==> src/rtl/expr_tb_pkg.sv <==
// Shared types and constants for the expression-result MISR checker.
package expr_tb_pkg;

    typedef enum logic [1:0] {
        IDLE = 2'd0,
        RUN  = 2'd1,
        DONE = 2'd2
    } misr_state_e;

    localparam logic [31:0] DEFAULT_POLY = 32'h04C11DB7;
    localparam logic [31:0] DEFAULT_SEED = 32'hFFFFFFFF;

    // Number of SIG_WIDTH slices needed to cover a Y_WIDTH bus.
    function automatic int calc_k(input int y_width, input int sig_width);
        return (y_width + sig_width - 1) / sig_width;
    endfunction

endpackage

==> src/rtl/misr_fold_step.sv <==
// Combinational MISR step: XOR-folds the padded result bus and advances the signature.
module misr_fold_step
    import expr_tb_pkg::*;
#(
    parameter int                   Y_WIDTH   = 90,
    parameter int                   SIG_WIDTH = 32,
    parameter logic [SIG_WIDTH-1:0] POLY      = DEFAULT_POLY
) (
    input  logic [SIG_WIDTH-1:0] sig_i,
    input  logic [Y_WIDTH-1:0]   y_i,
    output logic [SIG_WIDTH-1:0] sig_next_o
);

    localparam int K = calc_k(Y_WIDTH, SIG_WIDTH);

    logic [K*SIG_WIDTH-1:0] y_pad;
    logic [SIG_WIDTH-1:0]   fold;

    always_comb begin
        y_pad                = '0;
        y_pad[Y_WIDTH-1:0]   = y_i;
        fold                 = '0;
        for (int k = 0; k < K; k++) begin
            fold = fold ^ y_pad[k*SIG_WIDTH +: SIG_WIDTH];
        end
    end

    always_comb begin
        sig_next_o = {sig_i[SIG_WIDTH-2:0], 1'b0}
                   ^ (sig_i[SIG_WIDTH-1] ? POLY : '0)
                   ^ fold;
    end

endmodule

==> src/rtl/expr_result_misr.sv <==
// Result-bus signature collector: absorbs a programmed number of handshaked
// results into a MISR and compares the final signature against a golden value.
module expr_result_misr
    import expr_tb_pkg::*;
#(
    parameter int                   Y_WIDTH   = 90,
    parameter int                   SIG_WIDTH = 32,
    parameter int                   CNT_WIDTH = 16,
    parameter logic [SIG_WIDTH-1:0] POLY      = DEFAULT_POLY,
    parameter logic [SIG_WIDTH-1:0] SEED      = DEFAULT_SEED
) (
    input  logic                 clk,
    input  logic                 rst,
    input  logic                 start,
    input  logic [CNT_WIDTH-1:0] num_samples,
    input  logic [SIG_WIDTH-1:0] golden_sig,
    input  logic                 y_valid,
    output logic                 y_ready,
    input  logic [Y_WIDTH-1:0]   y,
    output logic                 busy,
    output logic                 done,
    output logic                 match,
    output logic [SIG_WIDTH-1:0] signature,
    output logic [CNT_WIDTH-1:0] sample_count
);

    // state | meaning
    // IDLE  | waiting for start after reset
    // RUN   | accepting results until target reached
    // DONE  | signature final; start re-seeds and restarts

    localparam logic [CNT_WIDTH-1:0] CNT_ONE = {{(CNT_WIDTH-1){1'b0}}, 1'b1};

    misr_state_e          state_q,  state_d;
    logic [SIG_WIDTH-1:0] sig_q,    sig_d;
    logic [CNT_WIDTH-1:0] cnt_q,    cnt_d;
    logic [CNT_WIDTH-1:0] target_q, target_d;
    logic [SIG_WIDTH-1:0] sig_next;
    logic                 accept;

    misr_fold_step #(
        .Y_WIDTH   (Y_WIDTH),
        .SIG_WIDTH (SIG_WIDTH),
        .POLY      (POLY)
    ) u_step (
        .sig_i      (sig_q),
        .y_i        (y),
        .sig_next_o (sig_next)
    );

    // Ready decodes only the state register, so it never depends on y_valid.
    assign y_ready = (state_q == RUN);
    assign accept  = y_valid && y_ready;

    always_comb begin
        state_d  = state_q;
        sig_d    = sig_q;
        cnt_d    = cnt_q;
        target_d = target_q;
        case (state_q)
            IDLE, DONE: begin
                if (start) begin
                    sig_d    = SEED;
                    cnt_d    = '0;
                    target_d = num_samples;
                    state_d  = (num_samples != '0) ? RUN : DONE;
                end
            end
            RUN: begin
                if (accept) begin
                    sig_d = sig_next;
                    cnt_d = cnt_q + CNT_ONE;
                    if (cnt_q == target_q - CNT_ONE) begin
                        state_d = DONE;
                    end
                end
            end
            default: state_d = IDLE;
        endcase
    end

    always_ff @(posedge clk or posedge rst) begin
        if (rst) begin
            state_q  <= IDLE;
            sig_q    <= SEED;
            cnt_q    <= '0;
            target_q <= '0;
        end else begin
            state_q  <= state_d;
            sig_q    <= sig_d;
            cnt_q    <= cnt_d;
            target_q <= target_d;
        end
    end

    assign busy         = (state_q == RUN);
    assign done         = (state_q == DONE);
    assign match        = done && (sig_q == golden_sig);
    assign signature    = sig_q;
    assign sample_count = cnt_q;

endmodule

==> config.mk <==
export PLATFORM = sky130hd
export DESIGN_NAME = expr_result_misr
export DESIGN_NICKNAME = d
export VERILOG_FILES = /design/src/rtl/expr_tb_pkg.sv /design/src/rtl/misr_fold_step.sv /design/src/rtl/expr_result_misr.sv
export SDC_FILE = /design/constraint.sdc
export NUM_CORES = 1
export LEC_CHECK = 0
export CAP_MARGIN = 25
export CORE_MARGIN = 1
export CORE_UTILIZATION = 25
export DETAILED_ROUTE_END_ITERATION = 6
export GPL_ROUTABILITY_DRIVEN = 0
export SLEW_MARGIN = 20
export SYNTH_ARGS = -nofsm -noshare
export SYNTH_HDL_FRONTEND = slang
export SYNTH_SLANG_ARGS = --single-unit
==> constraint.sdc <==
create_clock -name clk -period 5 [get_ports clk]
set_input_delay 1.25 -clock clk [delete_from_list [all_inputs] [get_ports clk]]
set_output_delay 1.25 -clock clk [all_outputs]
set_load 0.05 [all_outputs]
## Word level (Yosys, flattened, before mapping)

Cells that the tools add are included.

| word-level totals | value |
|---|---|
| word-level logic and storage cells | 38 |
| input bits | 142 |
| flip-flop bits (word level) | 66 |
| output and inout port bits | 52 |

| operators by class | value |
|---|---|
| reductions and logical operators | 9 |
| add/subtract/negate cells | 2 |
| equality and inequality tests | 7 |
| muxes and demuxes | 12 |
| bitwise operators | 4 |

Operators with widths:

| operator | number |
|---|---|
| $xor 32x32->32 | 3 |
| $mux 32 | 2 |
| $pmux 32 s2 | 1 |
| $eq 32x32->1 | 1 |
| $mux 16 | 2 |
| $pmux 16 s2 | 1 |
| $xor 32x26->32 | 1 |
| $mux 27 | 1 |
| $add 16x1->16 const B | 1 |
| $eq 16x16->1 | 1 |
| $reduce_bool 16->1 | 1 |
| $sub 16x1->16 const B | 1 |
| $mux 2 | 4 |
| $reduce_and 3->1 | 2 |
| $ne 2x1->1 const B | 2 |
| $pmux 2 s2 | 1 |
| $eq 2x1->1 const B | 1 |
| $eq 2x2->1 const B | 1 |
| $logic_and 1x1->1 | 2 |
| $logic_not 2->1 | 1 |
| $ne 2x2->1 const B | 1 |
| $reduce_and 2->1 | 1 |
| $reduce_bool 2->1 | 1 |
| $reduce_or 2->1 | 1 |

## Logic depth before layout (Yosys ltp)

Gate-level depths: netlist of the first run.

| logic depth | value |
|---|---|
| depth in word-level cells | 5 |
| mapped depth | 9 |

## Hierarchy

Synthesis of the first run repeated with hierarchy kept, for this count alone.

| unflattened totals | value |
|---|---|
| cell total of the unflattened synthesis | 511 |
| area total of the unflattened synthesis | 4648.2 um^2 |

Modules (own cells, without submodules):

| module | cells an instance | area each (um^2) | instances |
|---|---|---|---|
| expr_result_misr | 419 | 3659.8 | 1 |
| misr_fold_step | 92 | 988.4 | 1 |

## Least setup slack after synthesis of the first run

Ideal clock, no wire load.

| timing path | value |
|---|---|
| path kind | input to output |
| from | in golden_sig[9] |
| to | out match |
| data arrival time | 3.427 ns |
| data required time | 3.750 ns |
| stages | 5 |
| setup slack | 0.323 ns |
| cells stage by stage | xnor2_1 > nand4_1 > nor4_1 > nand4_1 > nor4_1 |

| between the ends | value |
|---|---|
| cells in the longest elaborated chain, start to end | 2 |

RTL lines:

| element | line | RTL |
|---|---|---|
| start, declared | expr_result_misr.sv:16 | `input logic [SIG_WIDTH-1:0] golden_sig,` |
| $eq 32x32->1 | expr_result_misr.sv:98 | `assign match = done && (sig_q == golden_sig);` |
| $logic_and 1x1->1 | expr_result_misr.sv:98 |  |
| end, declared | expr_result_misr.sv:22 | `output logic match,` |

No other way between the ends.

## Worst setup path in the final report of the first run

| timing path | value |
|---|---|
| from | in golden_sig[19] |
| to | out match |

The elaborated chain is that of the path after synthesis.

==> impl_metrics.ini, run 1 <==
[status]
status = complete, no violations

[floorplanning]
die_area_sq_mm = 0.01875
num_rows = 48
ios = 194
die_x_microns = 136.9
start_util_pct = 25.95
chipHeight_microns = 136.9
core_sq_mm = 0.01754

[cts]
cts_sinks = 66
cts_max_path_buffers = 2
clock_latency_ns = 0.34
numCtsBuffers = 9
cts_hold_buf = 0
cts_resized = 0
clk_transition_reported_paths_ns = 0.06
post_cts_buffers = 0
root_buffer = clkbuf_16
htree_levels = 3
cts_tree = done

[critical_path]
r2r_start = target_q[0]
cp-start-kind = primary input
cp_slowest_cell = nor4_1
path_max_fanout = 1
worstSetupPathType = in2out
cp_data_required_time_ns = 3.75
max_stage_delay_ns = 0.53
critical_path_arrival_ns = 3.31
crit_start = golden_sig[19]
r2r_slack_ns = 2.06
crit_end = match
rr_endpoint = state_q[0]
crit_path_end_kind = output pin
rr_worst_depth = 9
crit_chain = clkdlybuf4s50_1 > xnor2_1 > nand4_1 > nor4_1 > nand4_1 > nor4_1 > buf_12

[drt]
vias_per_cell = 4.542
drtIter0Drc = 161
wl_per_cell_microns = 15.91
drc = 0
drt-total-wl_mm = 14.56
postRouteAntennaNets = 0
vias = 4156
dr.pass1.iters = 4

[timing]
fmaxAchievable_mhz = 219.3
max-slew-margin-rel_pct = 41.39
tns_ns = 0
worst_slew_pin_slew_ns = 0.8779
drv_slew = 0
hold_viol_final = 0
setup_viol = 0
rsz0062_at_grt = false
min_period_over_period_pct = 91.21
period_minus_slack_ns = 4.560
finClkSkew_ns = 0.008299

[power]
totalPowerFinal_w = 0.004095
pwr-share-comb_pct = 54.1
power.density_mw_per_mm2 = 587.1
ir_worst_vdd_mv = 0.3476
switching_share_pct = 46.22
seqPwrFrac_pct = 31.4
clock_power_share_pct = 14.6
power.leakage_nw = 2.526
p_sw_w = 0.001893
p_int_w = 0.002202

[yosys]
synth_edf_count = 0
synth-warning-count = 0
syn-cell-area_sq_mm = 0.004551
synth_top_cell_area_share_pct = 24.83
synth_top_area_cell = xnor2_1
synth_fp_nets = 647
yosys-top-cells-count = xnor2_1 (129), o21ai_0 (68), nand2_1 (52), xor2_1 (35), dfrtp_1 (34)
ys_ff_latch = 66
yosysUniqueCellTypes = 43
synthFlopType = dfrtp_1
avgSynthCellArea_sq_um = 9.047
synth-async-reset-ratio_pct = 100.0
synth.area.top_cells = xnor2_1 (25%), dfrtp_1 (19%), dfstp_2 (18%), o21ai_0 (7.5%), xor2_1 (6.7%)
syn_inst = 503
ys_seq_area_share_pct = 37.17
yosysMostFrequentCell = xnor2_1

[final_layout]
instances_no_fill = 915
fillers = 1802
diodes = 0
syn_to_final_growth_pct = 53.26
drive_above_1_share_pct = 8.696
final_nets = 829

[global_route]
grt_pass1_vias = 4157
grt_usage_pct = 16.11
grt_pass1_wl_mm = 22.37
grt_max_degree = 60
antenna_found_initial = 0
grt_overflow = 0

[min_path]
hold_path.class = reg2reg

[flow_run]
max_cap_violations = 0

[place]
dpl.cell_count = 899
dp_hpwl_mm = 11.38
io_buffers = 193
==> placed cells by master (no fill, tap or decap), types with 2 or more instances in the layout <==
master           synthesis  final
or4_1                    2      2
nor2_1                  17     17
nor3_1                  12     12
clkbuf_16                0     10
clkbuf_1                21      4
nand3_1                 12     12
ha_1                     2      2
xor2_1                  35     35
mux2i_1                  4      4
a21oi_1                 12     12
clkinv_2                 0      2
a22oi_1                  2      2
clkdlybuf4s50_1          0    192
dfrtp_1                 34     34
nor4_1                  10     10
or3_1                    5      5
or2_2                    2      2
nand4_1                 13     13
o21ai_0                 68     68
and2_1                   2      2
nor2b_1                  3      2
nand2b_1                 2      2
xnor2_1                129    129
nand3b_1                 2      2
nand2_1                 52     51
inv_1                   11     10
buf_4                    1      3
dfstp_2                 32     32
==> flip-flops by register name, summed over array words and instances, names as in the netlist <==
| name | flops |
|---|---|
| target_q | 16 |
| sample_count | 16 |
| state_q | 2 |
| signature | 32 |
==> critical path: cells and delay by family <==
family	cells	cell delay, ns
xor gates and xnor gates	1	0.31
and+or+nand+nor	4	1.12
buffers and inverters	2	0.63
==> power groups by stage <==
stage               combinational (W)  sequential, W  clock, W
floorplan                     0.00111        0.00167         0
global placement              0.00222        0.00129         0
detailed placement            0.00224        0.00129         0
CTS                           0.00224        0.00129  0.000617
global route                  0.00240        0.00134  0.000634
finish                        0.00221        0.00128  0.000596
==> kinds of logic after synthesis <==
group                    share of synthesized area [%]
buffers and inverters                            3.272
adder cells (fa/ha/maj)                         0.5498
multiplexers                                     1.127
XOR/XNOR                                         31.56
AO/OA/AOI/OAI                                    10.42
AND/OR/NAND/NOR                                  15.89
flip-flops                                       37.17
==> routing by layer <==
metal,vias up,global-route usage [%],share of wire (%)
met5,-,0,0
met4,0,3.419,0.74
met3,9,5.000,8.2
met2,161,27.13,48
met1,1929,20.12,43
li1,2057,-,-
==> cell type report <==
cell class / instances / area (sq um) / share of cell area, %
Sequential cell: 66 / 1692 / 24.26
Timing Repair Buffer: 196 / 1964 / 28.17
Clock inverter: 2 / 10.01 / 0.1435
Multi-Input combinational cell: 401 / 2720 / 39.00
Tap cell: 225 / 281.5 / 4.037
Clock buffer: 14 / 265.3 / 3.803
Inverter: 11 / 41.29 / 0.5920
==> worst min-delay path by stage <==
stage	depth (start not counted)	to	from
finish	2	target_q[15]	target_q[15]
detailed placement	2	target_q[15]	target_q[15]
global placement	2	target_q[15]	target_q[15]
floorplan	2	target_q[15]	target_q[15]
CTS	2	target_q[15]	target_q[15]
global route	2	target_q[15]	target_q[15]
==> per-stage QoR <==
step	util [%]	setup WS (ns)	hold WS (ns)	area, sq um
after floorplan	-	0.3231	0.4652	4551
after global placement	38.20	0.4416	0.4882	6699
after detailed placement	38.20	0.4329	0.4954	6699
after CTS	39.77	0.3958	0.5085	6974
after global routing	39.77	0.3456	0.5364	6974
final	39.77	0.4397	0.5076	6974
(Power assumes the default switching activity.)
==> run 2: changes to the inputs <==
--- a/config.mk
+++ b/config.mk
@@ -7,10 +7,11 @@
 export LEC_CHECK = 0
 export CAP_MARGIN = 25
 export CORE_MARGIN = 1
-export CORE_UTILIZATION = 25
+export CORE_UTILIZATION = 30
 export DETAILED_ROUTE_END_ITERATION = 6
 export GPL_ROUTABILITY_DRIVEN = 0
 export SLEW_MARGIN = 20
 export SYNTH_ARGS = -nofsm -noshare
 export SYNTH_HDL_FRONTEND = slang
+export SYNTH_HIERARCHICAL = 1
 export SYNTH_SLANG_ARGS = --single-unit
==> run 2 against run 1 <==
Sequential cell count unchanged; power up 7.6%; largest cell class unchanged; clock skew down 0.0044 ns; design area up 1.1%.
==> impl_metrics.ini, run 2 <==
[cts]
clock_latency_ns = 0.32
post_cts_buffers = 0
cts_tree = done
cts_sinks = 66
clk_transition_reported_paths_ns = 0.05
htree_levels = 3
cts_resized = 0
cts_max_path_buffers = 2
numCtsBuffers = 9
root_buffer = clkbuf_16
cts_hold_buf = 0

[timing]
hold_viol_final = 0
tns_ns = 0
min_period_over_period_pct = 88.87
fmaxAchievable_mhz = 225.1
finClkSkew_ns = 0.003916
drv_slew = 0
worst_slew_pin_slew_ns = 0.8782
max-slew-margin-rel_pct = 41.37
rsz0062_at_grt = false
period_minus_slack_ns = 4.443
setup_viol = 0
whs_ns = 0.5052

[final_layout]
largest_register_ffs = 32
drive_above_1_share_pct = 9.091
diodes = 0
mostFrequentLayoutCells = clkdlybuf4s50_1 (192), xnor2_1 (101), nor2_1 (85)
final_common_cell = clkdlybuf4s50_1
final_nets = 843
utilization_pct = 46.58
syn_to_final_growth_pct = 51.76

[yosys]
yosysUniqueCellTypes = 42
synthFlopType = dfrtp_1
ys_seq_area_share_pct = 36.39
synth.area.top_cells = xnor2_1 (19%), dfrtp_1 (18%), dfstp_2 (18%), xor2_1 (8.7%), nor2_1 (6.9%)
syn_inst = 511
synth-async-reset-ratio_pct = 100.0
synth_top_area_cell = xnor2_1
avgSynthCellArea_sq_um = 9.096
yosys-top-cells-count = xnor2_1 (101), nor2_1 (85), nand2_1 (56), xor2_1 (46), dfrtp_1 (34)
syn-cell-area_sq_mm = 0.004648
synth-warning-count = 6
ys_ff_latch = 66
synth_fp_nets = 655
synth_top_cell_area_share_pct = 19.03
yosysMostFrequentCell = xnor2_1
synth_edf_count = 0

[drt]
highest_layer = met4
drc = 0
vias_per_cell = 4.796
vias = 4278
m1WireLength_mm = 5.949
drt-total-wl_mm = 14.35
wl_met3_mm = 1.016
wl_per_cell_microns = 16.09
dr.pass1.iters = 4
postRouteAntennaNets = 0
drtIter0Drc = 268
dr_wl_met2_mm = 7.211

[critical_path]
rr_worst_depth = 8
worstSetupPathType = in2out
max_stage_delay_ns = 0.51
path_max_fanout = 1
critical_path_arrival_ns = 3.19
cp_data_required_time_ns = 3.75
crit_chain = clkdlybuf4s50_1 > xnor2_1 > nand4_1 > nor4_1 > nand4_1 > nor4_1 > buf_12
crit_path_end_kind = output pin
cp-start-kind = primary input
cp_slowest_cell = nor4_1

[floorplanning]
ios = 194
core_sq_mm = 0.01515
start_util_pct = 30.69
num_rows = 45
chipHeight_microns = 126.5
die_x_microns = 126.5
die_area_sq_mm = 0.01600

[place]
dp_hpwl_mm = 11.23
io_buffers = 193

[global_route]
grt_usage_pct = 18.38
grt_overflow = 0
grt_pass1_vias = 4352
grt_max_degree = 45
antenna_found_initial = 0
grt_pass1_wl_mm = 22.51

[min_path]
min_path_cells = 2
hold_path.class = reg2reg

[flow_run]
max_cap_violations = 0

[power]
power.leakage_nw = 2.807
ir_worst_vdd_mv = 0.3011
power.density_mw_per_mm2 = 624.3

[status]
status = complete, no violations
-- run 2: cell types whose count changed in the layout (fill, tap and decap cells not counted), sizes merged, moves of 4 or more --
| cell | change |
|---|---|
| xnor2 | -28 |
| xnor3 | +12 |
| nor2 | +67 |
| nand2 | +4 |
| or3 | -4 |
| nor3 | +17 |
| o21ai | -60 |
| xor2 | +11 |
-- run 2: per-layer routing --
metal  track usage, %  up-vias
met3            4.977       18
met2            33.15      182
met5                0        -
met1            21.56     2018
li1                 -     2060
met4            4.394        0
-- run 2: power breakdown --
part / internal [W] / switching (W)
registers: 0.000857 / 0.000400
logic: 0.00117 / 0.00137
clock network: 0.000393 / 0.000222
total: 0.00242 / 0.00199
-- run 2: cells by family after synthesis --
family / after synthesis / synth area share, %
fa+ha+maj: 2 / 0.5383
flops: 66 / 36.39
buf+inv: 28 / 2.826
simple gates: 224 / 22.02
xor+xnor: 159 / 33.84
mux: 1 / 0.2154
compound gates: 31 / 4.172
-- run 2: area by class of cell --
type / count / area [sq um]
Fill cell: 1467 / 8092
Multi-Input combinational cell: 417 / 2831
Timing Repair Buffer: 197 / 1972
Sequential cell: 66 / 1692
Clock buffer: 15 / 289.0
Tap cell: 188 / 235.2
Inverter: 8 / 30.03
Clock inverter: 1 / 5.005
-- run 2: final timing paths --
check | start | end | slack, ns
max | golden_sig[17] | match | 0.56
min | target_q[15] | target_q[15] | 0.51
max reg2reg | target_q[0] | state_q[1] | 2.33
min reg2reg | target_q[15] | target_q[15] | 0.51
max in group asynchronous | rst | signature[28] | 2.66
min in group asynchronous | rst | sample_count[10] | 1.44
-- run 2: stage by stage --
step / area [sq um] / std cells / setup WS [ns] / total power (W)
6_report: 7054 / 892 / 0.5566 / 0.004404
5_1_grt: 7054 / 892 / 0.3899 / 0.004695
4_1_cts: 7054 / 892 / 0.5081 / 0.004448
3_5_place_dp: 6760 / 876 / 0.5402 / 0.003805
3_3_place_gp: 6760 / 876 / 0.5546 / 0.003772
2_1_floorplan: 4648 / 511 / 0.3142 / 0.003041
-- run 2: worst max-delay path, delay by kind of cell --
| family | cells | cell delay, ns |
|---|---|---|
| and+or+nand+nor | 4 | 1.15 |
| buffers and inverters | 2 | 0.67 |
| xor gates and xnor gates | 1 | 0.12 |
==> run 3: changes to the inputs <==
--- a/config.mk
+++ b/config.mk
@@ -6,12 +6,11 @@
 export NUM_CORES = 1
 export LEC_CHECK = 0
 export CAP_MARGIN = 25
-export CORE_MARGIN = 1
+export CORE_MARGIN = 8
 export CORE_UTILIZATION = 30
 export DETAILED_ROUTE_END_ITERATION = 6
 export GPL_ROUTABILITY_DRIVEN = 0
 export SLEW_MARGIN = 20
 export SYNTH_ARGS = -nofsm -noshare
 export SYNTH_HDL_FRONTEND = slang
-export SYNTH_HIERARCHICAL = 1
 export SYNTH_SLANG_ARGS = --single-unit
==> run 3 against run 2 <==
Clock power shrank 2%; critical path depth unchanged; non-clock buffer count is 1 lower; design area shrank 1.7%; hold slack got worse by 0.0017 ns; power fell by 6.6%; worst setup slack worse by 0.053 ns; critical endpoint unchanged.
==> impl_metrics.ini, run 3 (synthesized netlist as in run 1, its figures left out) <==
[status]
status = complete, no violations

[final_layout]
diodes = 0
final_nets = 829
mostFrequentLayoutCells = clkdlybuf4s50_1 (192), xnor2_1 (129), o21ai_0 (68)
largest_register_ffs = 32
fillers = 1447
final_common_cell = clkdlybuf4s50_1
syn_to_final_growth_pct = 52.38
seq_area_sq_mm = 0.001692
multi_input_area_sq_mm = 0.002718
drive_above_1_share_pct = 8.841
instances_no_fill = 878
utilization_pct = 46.13

[drt]
drc = 0
wl_per_cell_microns = 17.83
vias = 4210
dr.pass1.iters = 4
postRouteAntennaNets = 0
drt-total-wl_mm = 15.65
drtIter0Drc = 249
vias_per_cell = 4.795

[timing]
drv_slew = 0
finClkSkew_ns = 0.006391
tns_ns = 0
setup_viol = 0
fmaxAchievable_mhz = 222.4
hold_viol_final = 0
rsz0062_at_grt = false
worst_slew_pin_slew_ns = 0.8661
max-slew-margin-rel_pct = 42.18
min_period_over_period_pct = 89.92
whs_ns = 0.5035
period_minus_slack_ns = 4.496

[critical_path]
r2r_start = target_q[0]
worstSetupPathType = in2out
max_stage_delay_ns = 0.50
crit_start = golden_sig[28]
cp_data_required_time_ns = 3.75
path_delay_family = simple AND/OR/NAND/NOR gates
rr_worst_depth = 9
critical_path_arrival_ns = 3.25
rr_endpoint = state_q[0]
crit_chain = clkdlybuf4s50_1 > xnor2_1 > nand4_1 > nor4_1 > nand4_1 > nor4_1 > buf_12
crit_path_end_kind = output pin
r2r_slack_ns = 1.98
cp_slowest_cell = nor4_1
path_max_fanout = 1
critPathBufInv = 2
cp-start-kind = primary input

[cts]
cts_max_path_buffers = 2
root_buffer = clkbuf_16
htree_levels = 3
clk_transition_reported_paths_ns = 0.05
cts_tree = done
cts_resized = 0
clock_latency_ns = 0.33
cts_hold_buf = 0
numCtsBuffers = 9
post_cts_buffers = 0
cts_sinks = 66

[place]
dp_hpwl_mm = 12.71
dpl.cell_count = 862
io_buffers = 193

[global_route]
grt_usage_pct = 16.23
grt_pass1_vias = 4626
antenna_found_initial = 0
use_met3_pct = 7.298
grt_overflow = 0
met1_usage_pct = 18.49
grt_pass1_wl_mm = 24.85
grt_use_met2_pct = 27.55
grt-busiest-layer = met2
grt_max_degree = 60

[power]
ir_worst_vdd_mv = 0.3577
power.density_mw_per_mm2 = 593.2
totalPowerFinal_w = 0.004113
power.leakage_nw = 2.533

[floorplanning]
num_rows = 45
die_area_sq_mm = 0.01937
chipHeight_microns = 139.2
core_sq_mm = 0.01503
die_x_microns = 139.2
ios = 194
start_util_pct = 30.27

[min_path]
hold_path.class = reg2reg
hold_start = target_q[15]
holdPathEnd = target_q[15]
min_path_cells = 2

[flow_run]
max_cap_violations = 0
run 3: worst max path at each step:
stage	end	depth (start not counted)
final	match	7
after global routing	match	7
after CTS	match	7
after detailed placement	match	7
after global placement	match	7
after floorplan	match	5
run 3: layer usage:
layer  up-vias  wire (microns)
met5         -               0
met4         0             158
met3        17            1607
met2       177            7522
met1      1970            6365
li1       2046               -
run 3: where the power goes:
part	switching, W	internal (W)	total [W]
clock	0.000229	0.000375	0.000604
sequential	0.000420	0.000860	0.00128
combinational	0.00125	0.000977	0.00223
run 3: metrics by stage:
stage	instance area (sq um)	worst slack, ns
final	6934	0.5041
after CTS	6934	0.4621
after floorplan	4551	0.3231
after global routing	6934	0.2684
after global placement	6650	0.4713
after detailed placement	6650	0.4685
run 3: area by class of cell:
cell class,instances,area share [%]
repair buffers,196,28.33
inverters,11,0.5955
clock inverters,2,0.1444
flip-flops and latches,66,24.40
clock buffers,14,3.952
well taps,188,3.392
multi-input cells,401,39.19
run 3: worst reg2reg max path: stages (launching register included):
cell and delay [ns]:
dfrtp_1 0.42, inv_1 0.10, ha_1 0.25, or4b_4 0.56, nor4_4 0.21, mux2_2 0.37, mux2i_1 0.18, nand3_1 0.10
or4_4 0.56, o2bb2ai_1 0.15
